==> config.mk <==
export PLATFORM = sky130hd
export DESIGN_NAME = debug_cmd_initiator
export DESIGN_NICKNAME = d
export VERILOG_FILES = /design/src/rtl/debug_cmd_initiator.sv
export SDC_FILE = /design/constraint.sdc
export NUM_CORES = 1
export LEC_CHECK = 0
export ABC_AREA = 1
export BUFFER_PORTS_ARGS = -buffer_cell sky130_fd_sc_hd__buf_2
export CAP_MARGIN = 20
export CORE_MARGIN = 2
export CORE_UTILIZATION = 35
export CTS_CLUSTER_DIAMETER = 40
export DETAILED_ROUTE_END_ITERATION = 16
export HOLD_SLACK_MARGIN = 0.06
export PLACE_DENSITY_LB_ADDON = 0.15
export SYNTH_ARGS = -nofsm -noshare
export SYNTH_HDL_FRONTEND = slang
export SYNTH_SLANG_ARGS = --single-unit
==> constraint.sdc <==
create_clock -name clk -period 5.1 [get_ports clk]
set_clock_uncertainty 0.2 [all_clocks]
set_input_delay 1.275 -clock clk [delete_from_list [all_inputs] [get_ports clk]]
set_output_delay 1.275 -clock clk [all_outputs]
set_load 0.1 [all_outputs]
==> src/rtl/debug_cmd_initiator.sv <==
// Host-side master for the byte-wide debug command/response link: issues one command
// strobe per request and packs the response. Optional stats counters: DBG_INIT_STATS_EN.
module debug_cmd_initiator #(
  parameter int unsigned TIMEOUT_CYCLES = 64
) (
  input  logic        clk,
  input  logic        rst_n,
  input  logic        req_valid,
  output logic        req_ready,
  input  logic [7:0]  req_opcode,
  output logic [7:0]  debug_cmd,
  output logic        debug_cmd_valid,
  input  logic [7:0]  debug_resp,
  input  logic        debug_resp_valid,
  output logic        busy,
  output logic        rsp_valid,
  output logic [7:0]  rsp_opcode,
  output logic [31:0] rsp_data,
  output logic [2:0]  rsp_len,
  output logic        rsp_err_echo,
  output logic        rsp_err_timeout,
  output logic [7:0]  stray_count
`ifdef DBG_INIT_STATS_EN
  ,
  output logic [15:0] txn_count,
  output logic [15:0] err_count
`endif
);

  localparam int unsigned BYTE_W = 8;
  localparam int unsigned LEN_W  = 3;
  localparam int unsigned TMR_W  = 8;
  localparam int unsigned DATA_W = 32;
  localparam int unsigned STAT_W = 16;

  // The DONE cycle itself is the last idle cycle of the timeout window.
  localparam logic [TMR_W-1:0] TMR_LAST = TMR_W'(TIMEOUT_CYCLES - 2);

  typedef enum logic [1:0] {
    ST_IDLE,
    ST_ISSUE,
    ST_COLLECT,
    ST_DONE
  } state_t;

  state_t state_q, state_d;

  logic [LEN_W-1:0]  exp_len_q, exp_len_d;
  logic [BYTE_W-1:0] exp_echo_q, exp_echo_d;
  logic [TMR_W-1:0]  timer_q, timer_d;

  logic              req_ready_d, busy_d, rsp_valid_d;
  logic [BYTE_W-1:0] debug_cmd_d;
  logic              debug_cmd_valid_d;
  logic [BYTE_W-1:0] rsp_opcode_d;
  logic [DATA_W-1:0] rsp_data_d;
  logic [LEN_W-1:0]  rsp_len_d;
  logic              rsp_err_echo_d, rsp_err_timeout_d;
  logic [BYTE_W-1:0] stray_count_d;

  // Response length per opcode, including the echo byte.
  function automatic logic [LEN_W-1:0] exp_len_f(input logic [BYTE_W-1:0] op);
    case (op)
      8'h00, 8'h20: exp_len_f = LEN_W'(1);
      8'h01, 8'hF0: exp_len_f = LEN_W'(4);
      8'h02, 8'h04: exp_len_f = LEN_W'(3);
      8'h03, 8'h06: exp_len_f = LEN_W'(5);
      default:      exp_len_f = LEN_W'(2);
    endcase
  endfunction

  // Known opcodes echo themselves; unknown ones are answered with FF.
  function automatic logic [BYTE_W-1:0] exp_echo_f(input logic [BYTE_W-1:0] op);
    case (op)
      8'h00, 8'h01, 8'h02, 8'h03, 8'h04, 8'h05, 8'h06,
      8'h10, 8'h11, 8'h12, 8'h20, 8'h21, 8'h22, 8'hF0: exp_echo_f = op;
      default:                                         exp_echo_f = 8'hFF;
    endcase
  endfunction

  always_ff @(posedge clk or negedge rst_n) begin
    if (!rst_n) begin
      state_q         <= ST_IDLE;
      exp_len_q       <= '0;
      exp_echo_q      <= '0;
      timer_q         <= '0;
      req_ready       <= 1'b0;
      busy            <= 1'b0;
      debug_cmd       <= '0;
      debug_cmd_valid <= 1'b0;
      rsp_valid       <= 1'b0;
      rsp_opcode      <= '0;
      rsp_data        <= '0;
      rsp_len         <= '0;
      rsp_err_echo    <= 1'b0;
      rsp_err_timeout <= 1'b0;
      stray_count     <= '0;
    end else begin
      state_q         <= state_d;
      exp_len_q       <= exp_len_d;
      exp_echo_q      <= exp_echo_d;
      timer_q         <= timer_d;
      req_ready       <= req_ready_d;
      busy            <= busy_d;
      debug_cmd       <= debug_cmd_d;
      debug_cmd_valid <= debug_cmd_valid_d;
      rsp_valid       <= rsp_valid_d;
      rsp_opcode      <= rsp_opcode_d;
      rsp_data        <= rsp_data_d;
      rsp_len         <= rsp_len_d;
      rsp_err_echo    <= rsp_err_echo_d;
      rsp_err_timeout <= rsp_err_timeout_d;
      stray_count     <= stray_count_d;
    end
  end

  // Next state and next values of every registered output.
  always_comb begin
    state_d           = state_q;
    exp_len_d         = exp_len_q;
    exp_echo_d        = exp_echo_q;
    timer_d           = timer_q;
    rsp_opcode_d      = rsp_opcode;
    rsp_data_d        = rsp_data;
    rsp_len_d         = rsp_len;
    rsp_err_echo_d    = rsp_err_echo;
    rsp_err_timeout_d = rsp_err_timeout;
    stray_count_d     = stray_count;
    req_ready_d       = 1'b0;
    busy_d            = 1'b0;
    debug_cmd_d       = '0;
    debug_cmd_valid_d = 1'b0;
    rsp_valid_d       = 1'b0;

    if (debug_resp_valid && (state_q != ST_COLLECT) && (stray_count != 8'hFF)) begin
      stray_count_d = stray_count + BYTE_W'(1);
    end

    case (state_q)
      ST_IDLE: begin
        if (req_valid && req_ready) begin
          rsp_opcode_d      = req_opcode;
          exp_len_d         = exp_len_f(req_opcode);
          exp_echo_d        = exp_echo_f(req_opcode);
          rsp_data_d        = '0;
          rsp_len_d         = '0;
          rsp_err_echo_d    = 1'b0;
          rsp_err_timeout_d = 1'b0;
          state_d           = ST_ISSUE;
        end
      end
      ST_ISSUE: begin
        timer_d   = '0;
        rsp_len_d = '0;
        state_d   = ST_COLLECT;
      end
      ST_COLLECT: begin
        if (debug_resp_valid) begin
          timer_d = '0;
          case (rsp_len)
            3'd0:    rsp_err_echo_d = (debug_resp != exp_echo_q);
            3'd1:    rsp_data_d[7:0]   = debug_resp;
            3'd2:    rsp_data_d[15:8]  = debug_resp;
            3'd3:    rsp_data_d[23:16] = debug_resp;
            3'd4:    rsp_data_d[31:24] = debug_resp;
            default: ;
          endcase
          rsp_len_d = rsp_len + LEN_W'(1);
          if (rsp_len_d == exp_len_q) begin
            state_d = ST_DONE;
          end
        end else if (timer_q == TMR_LAST) begin
          rsp_err_timeout_d = 1'b1;
          state_d           = ST_DONE;
        end else begin
          timer_d = timer_q + TMR_W'(1);
        end
      end
      ST_DONE: begin
        state_d = ST_IDLE;
      end
      default: begin
        state_d = ST_IDLE;
      end
    endcase

    req_ready_d       = (state_d == ST_IDLE);
    busy_d            = (state_d != ST_IDLE);
    debug_cmd_valid_d = (state_d == ST_ISSUE);
    debug_cmd_d       = debug_cmd_valid_d ? rsp_opcode_d : '0;
    rsp_valid_d       = (state_d == ST_DONE);
  end

`ifdef DBG_INIT_STATS_EN
  // Saturating transaction and error tallies, advanced on each completion pulse.
  always_ff @(posedge clk or negedge rst_n) begin
    if (!rst_n) begin
      txn_count <= '0;
      err_count <= '0;
    end else if (rsp_valid) begin
      if (txn_count != '1) begin
        txn_count <= txn_count + STAT_W'(1);
      end
      if ((rsp_err_echo || rsp_err_timeout) && (err_count != '1)) begin
        err_count <= err_count + STAT_W'(1);
      end
    end
  end
`endif

endmodule

Word-level counts from Yosys, hierarchy flattened
Index checks and enable logic that the tools add are counted.

Output and inout port bits: 65. Register bits after elaboration: 86.

Mux-type cells: 30. $add $sub $neg: 3. Equal/unequal tests: 37. Reduce and logical (&&, ||, !) cells: 25.

Operator list (count): 8-bit 2-to-1 mux (10); 32-bit 2-to-1 mux (2); 32-bit one-hot mux with 2 select lines (1); 8-bit by 6-bit == test with 1-bit output, second input constant (4); 8-bit by 3-bit == test with 1-bit output, second input constant (3); 8-bit by 5-bit == test with 1-bit output, second input constant (3); 4-bit AND reduction (6); 8-bit by 1-bit adder with 8-bit output, second input constant (2); 8-bit by 2-bit == test with 1-bit output, second input constant (2); 8-bit one-hot mux with 2 select lines (1); 14-bit OR reduction (1); 3-bit one-hot mux with 4 select lines (1); 2-bit by 1-bit != test with 1-bit output, second input constant (5); 2-bit != test, second input constant (5); 3-bit one-hot mux with 3 select lines (1); 8-bit by 1-bit == test with 1-bit output, second input constant (1); 8-bit == test, second input constant (1); 8-bit zero test (1); 2-bit 2-to-1 mux (4); 8-bit != test (1); 8-bit != test, second input constant (1); 2-bit one-hot mux with 4 select lines (1); 2-bit OR reduction (4); 2-bit == test, second input constant (3); other kinds (17) (31).

Logic depth before layout (Yosys ltp)
Depth after elaboration: 7. Mapped depth: 11. Mapped depth without buffers: 11.

Worst setup path before layout
OpenSTA, ideal clock, no wires.

Path type: register to output. From: reg stray_count[2]. To: out stray_count[2]. Stages on the path, launching flop included: 1. Slack: 2.644 ns. Path buffers: 0. Data arrival time: 0.981 ns. Cells stage by stage: dfrtp_1.

RTL lines: from (decl) (RTL line 22) `output logic [7:0] stray_count`; from (signal assigned) (RTL line 113) `stray_count <= stray_count_d;`.

No word-level cell between the ends.

Worst setup path after layout
From: reg stray_count[2]. To: out stray_count[2].

No word-level cell between the ends.

==> results.md <==
* Hold crit path type: flop to flop
* Chip Width at 112 µm
* Outcome: completed
* CTS Root Cell: clkbuf_16
* Synth warn at 0
* Syn Nets at 496
* Hold_ws at 0.287 ns
* Max incr delay on CP at 0.48 ns
* GRT Total Usage at 16.0%
* Routed len/inst at 13.6 µm
* Layout cell share with drive strength beyond 1 at 22.7%
* Post-DP HPWL at 6870 µm
* Final setup TNS at 0 ns
* Seq/Total Area, Yosys at 52.9%
* Core area at 11,400 µm²
* RR Endpoint: rsp_data[19]$_DFFE_PN0P_
* Syn Inst Count at 464
* Residual DRC count at 0
* First-pass GRT wire length at 15,800 µm
* RSZ-0062 raised after global routing: no
* WP buf/inv at 1
* Yosys reg bits at 86
* Initial Util at 35.8%
* Commonest non-fill, non-tap cell in the layout: nand2_1
* Clock Tree Buf Depth at 2
* Worst Max-Slew Pin Slew at 0.822 ns
* Tmin final at 2.76 ns
* Total congestion overflow at 0
* Non-filler instance count after layout at 698
* Hold Buf Count CTS at 0
* Most frequent cells in the layout: nand2_1, dfrtp_1, buf_2
* CP Class: flop to output pin
* Max-slew violation count at 0
* Fmax at 362 MHz
* DR iter-0 viols at 159
* Synth Area per Inst at 8.76 µm²
* Final hold violations at 0
* CP Launch Type: flop
* Hold Path Origin: rsp_data[29]$_DFFE_PN0P_
* Drt total wl at 9460 µm
* CTS tree: yes
* Final setup fails at 0
* MaxCap Viol Count at 0
* Clk sinks at 86
* Worst Reg2Reg Path Length in Cells at 9
* Vias at 3,262
* Port Buf Inserts at 84
* Clock Latency Late Sink at 0.34 ns
* I/O pin cnt at 85
* DR vias/cell at 4.67
* H-tree depth at 3
* CP cell instances: buf_2
* Row cnt at 39
* # placed instances at 681
* TritonCTS Buffers at 9
* Die Height at 112 µm
* Worst EP arrival at 1.28 ns
* Post-CTS Setup Repair Bufs at 0
* Slowest-stage cell, CP: buf_2
* Number of distinct library cells after synthesis at 28
* CP delay by family, top: buffers and inverters
* Total iterations of the first detailed-routing run at 4
* CP Capture Type: output pin
* Sequential Area at 2150 µm²
* Worst r2r src: state_q[0]$_DFF_PN0_
* Critical Path RT at 3.62 ns
* CTS clk-pin slew, worst paths at 0.06 ns
* Fill cells at 1,190
* Area Overhead vs Synth at 20.6%
* Final Cycle Share at 54.1%
* Post-CTS Resized at 0
* DRT antenna net count at 0
* Antenna cells at 0
* Multi-input logic area at 1640 µm²
* Min-Delay Endpoint: rsp_data[29]$_DFFE_PN0P_
* Pin count of the biggest net entering global routing at 87
* Initial antenna violation count at 0
* R2R setup slack at 2.44 ns
* Final design utilization at 43.1%
* Die area at 12,500 µm²
* Worst-path maximum fanout at 6
* Number of global-route vias before repair at 3,115
* Hold Path Depth at 2
* Gpl congestion at 0.855
* Synthesized area at 4070 µm²
* Final Net Count at 582
* Relative slew slack at 45.2%
## cell families (layout without fill, tap and decap cells)
group / count (synthesis) / count (layout) / synth area share (%)
AND/OR/NAND/NOR: 204 / 204 / 22.5
flip-flops: 86 / 86 / 52.9
AO/OA/AOI/OAI: 79 / 79 / 10.6
buffers and inverters: 67 / 158 / 6.83
XOR/XNOR: 16 / 16 / 3.45
adder cells (fa/ha/maj): 12 / 12 / 3.69
## worst register-to-register path, delay by kind of cell, from the launching register on
kind / cells / cell delay (ns)
buf+inv: 2 / 0.32
flops: 1 / 0.43
compound gates: 2 / 0.30
simple gates: 4 / 0.59
fa+ha+maj: 1 / 0.69
## through the flow
stage	worst slack (ns)	area, µm²
floorplan	2.64	4070
global placement	2.21	4600
detailed placement	2.17	4600
CTS	2.33	4870
global route	2.19	4900
finish	2.34	4900
## synth_stat cells
master | instances | area (µm²)
inv_2 | 3 | 11.3
nor2_4 | 3 | 33.8
nor2_1 | 34 | 128
or2_2 | 9 | 56.3
a21oi_1 | 7 | 35.0
o21ai_2 | 1 | 8.76
nor3_1 | 6 | 30.0
buf_6 | 3 | 33.8
nand2_4 | 3 | 33.8
nand3_1 | 19 | 95.1
a21boi_0 | 7 | 52.6
o22ai_1 | 3 | 18.8
nand2_1 | 116 | 435
inv_1 | 54 | 203
buf_2 | 3 | 15.0
o21ai_0 | 23 | 115
nand4_1 | 6 | 37.5
clkbuf_1 | 4 | 15.0
nand2_2 | 4 | 25.0
o21ai_4 | 1 | 16.3
xnor2_1 | 5 | 43.8
ha_1 | 12 | 150
xor2_1 | 11 | 96.3
o21ai_1 | 37 | 185
dfrtp_1 | 86 | 2150
nor2_2 | 1 | 6.26
nand3_2 | 2 | 20.0
nand4_2 | 1 | 12.5
## layout make-up
class                           instances  area share (%)
Sequential cell                        86            43.9
Inverter                               57            4.37
Multi-Input combinational cell        311            33.4
Clock inverter                          3           0.408
Timing Repair Buffer                   85            9.19
Clock buffer                           13            5.11
Tap cell                              143            3.65
## worst max-delay path by stage
| stage | from | slack, ns | end | cells after the start |
|---|---|---|---|---|
| 2_1_floorplan | stray_count[2]$_DFFE_PN0P_ | 2.64 | stray_count[2] | 0 |
| 3_3_place_gp | req_valid | 2.21 | exp_len_q[0]$_DFFE_PN0P_ | 6 |
| 3_5_place_dp | req_valid | 2.17 | exp_echo_q[6]$_DFFE_PN0P_ | 5 |
| 4_1_cts | stray_count[2]$_DFFE_PN0P_ | 2.33 | stray_count[2] | 1 |
| 5_1_grt | state_q[0]$_DFF_PN0_ | 2.19 | rsp_data[18]$_DFFE_PN0P_ | 9 |
| 6_report | stray_count[2]$_DFFE_PN0P_ | 2.34 | stray_count[2] | 1 |
## routing by layer
layer / vias to the layer above / part of all wire (%) / global-route usage (%) / routed length, µm
met2: 73 / 46 / 24.7 / 4310
met4: 0 / 1.3 / 5.35 / 125
met3: 10 / 4.6 / 4.90 / 436
met1: 1530 / 48 / 21.5 / 4590
li1: 1649 / - / - / -
met5: - / 0 / 0 / 0
## registers in the layout, indices dropped and copies added (netlist names)
signal,count
rsp_err_echo,1
busy,1
rsp_len,3
req_ready,1
stray_count,8
debug_cmd,8
state_q,2
exp_len_q,3
rsp_data,32
exp_echo_q,8
timer_q,8
debug_cmd_valid,1
rsp_opcode,8
rsp_err_timeout,1
rsp_valid,1
Power is left out: the tool's default activity adds up to more than one toggle a clock period on the data nets, which glitch-free logic cannot reach.
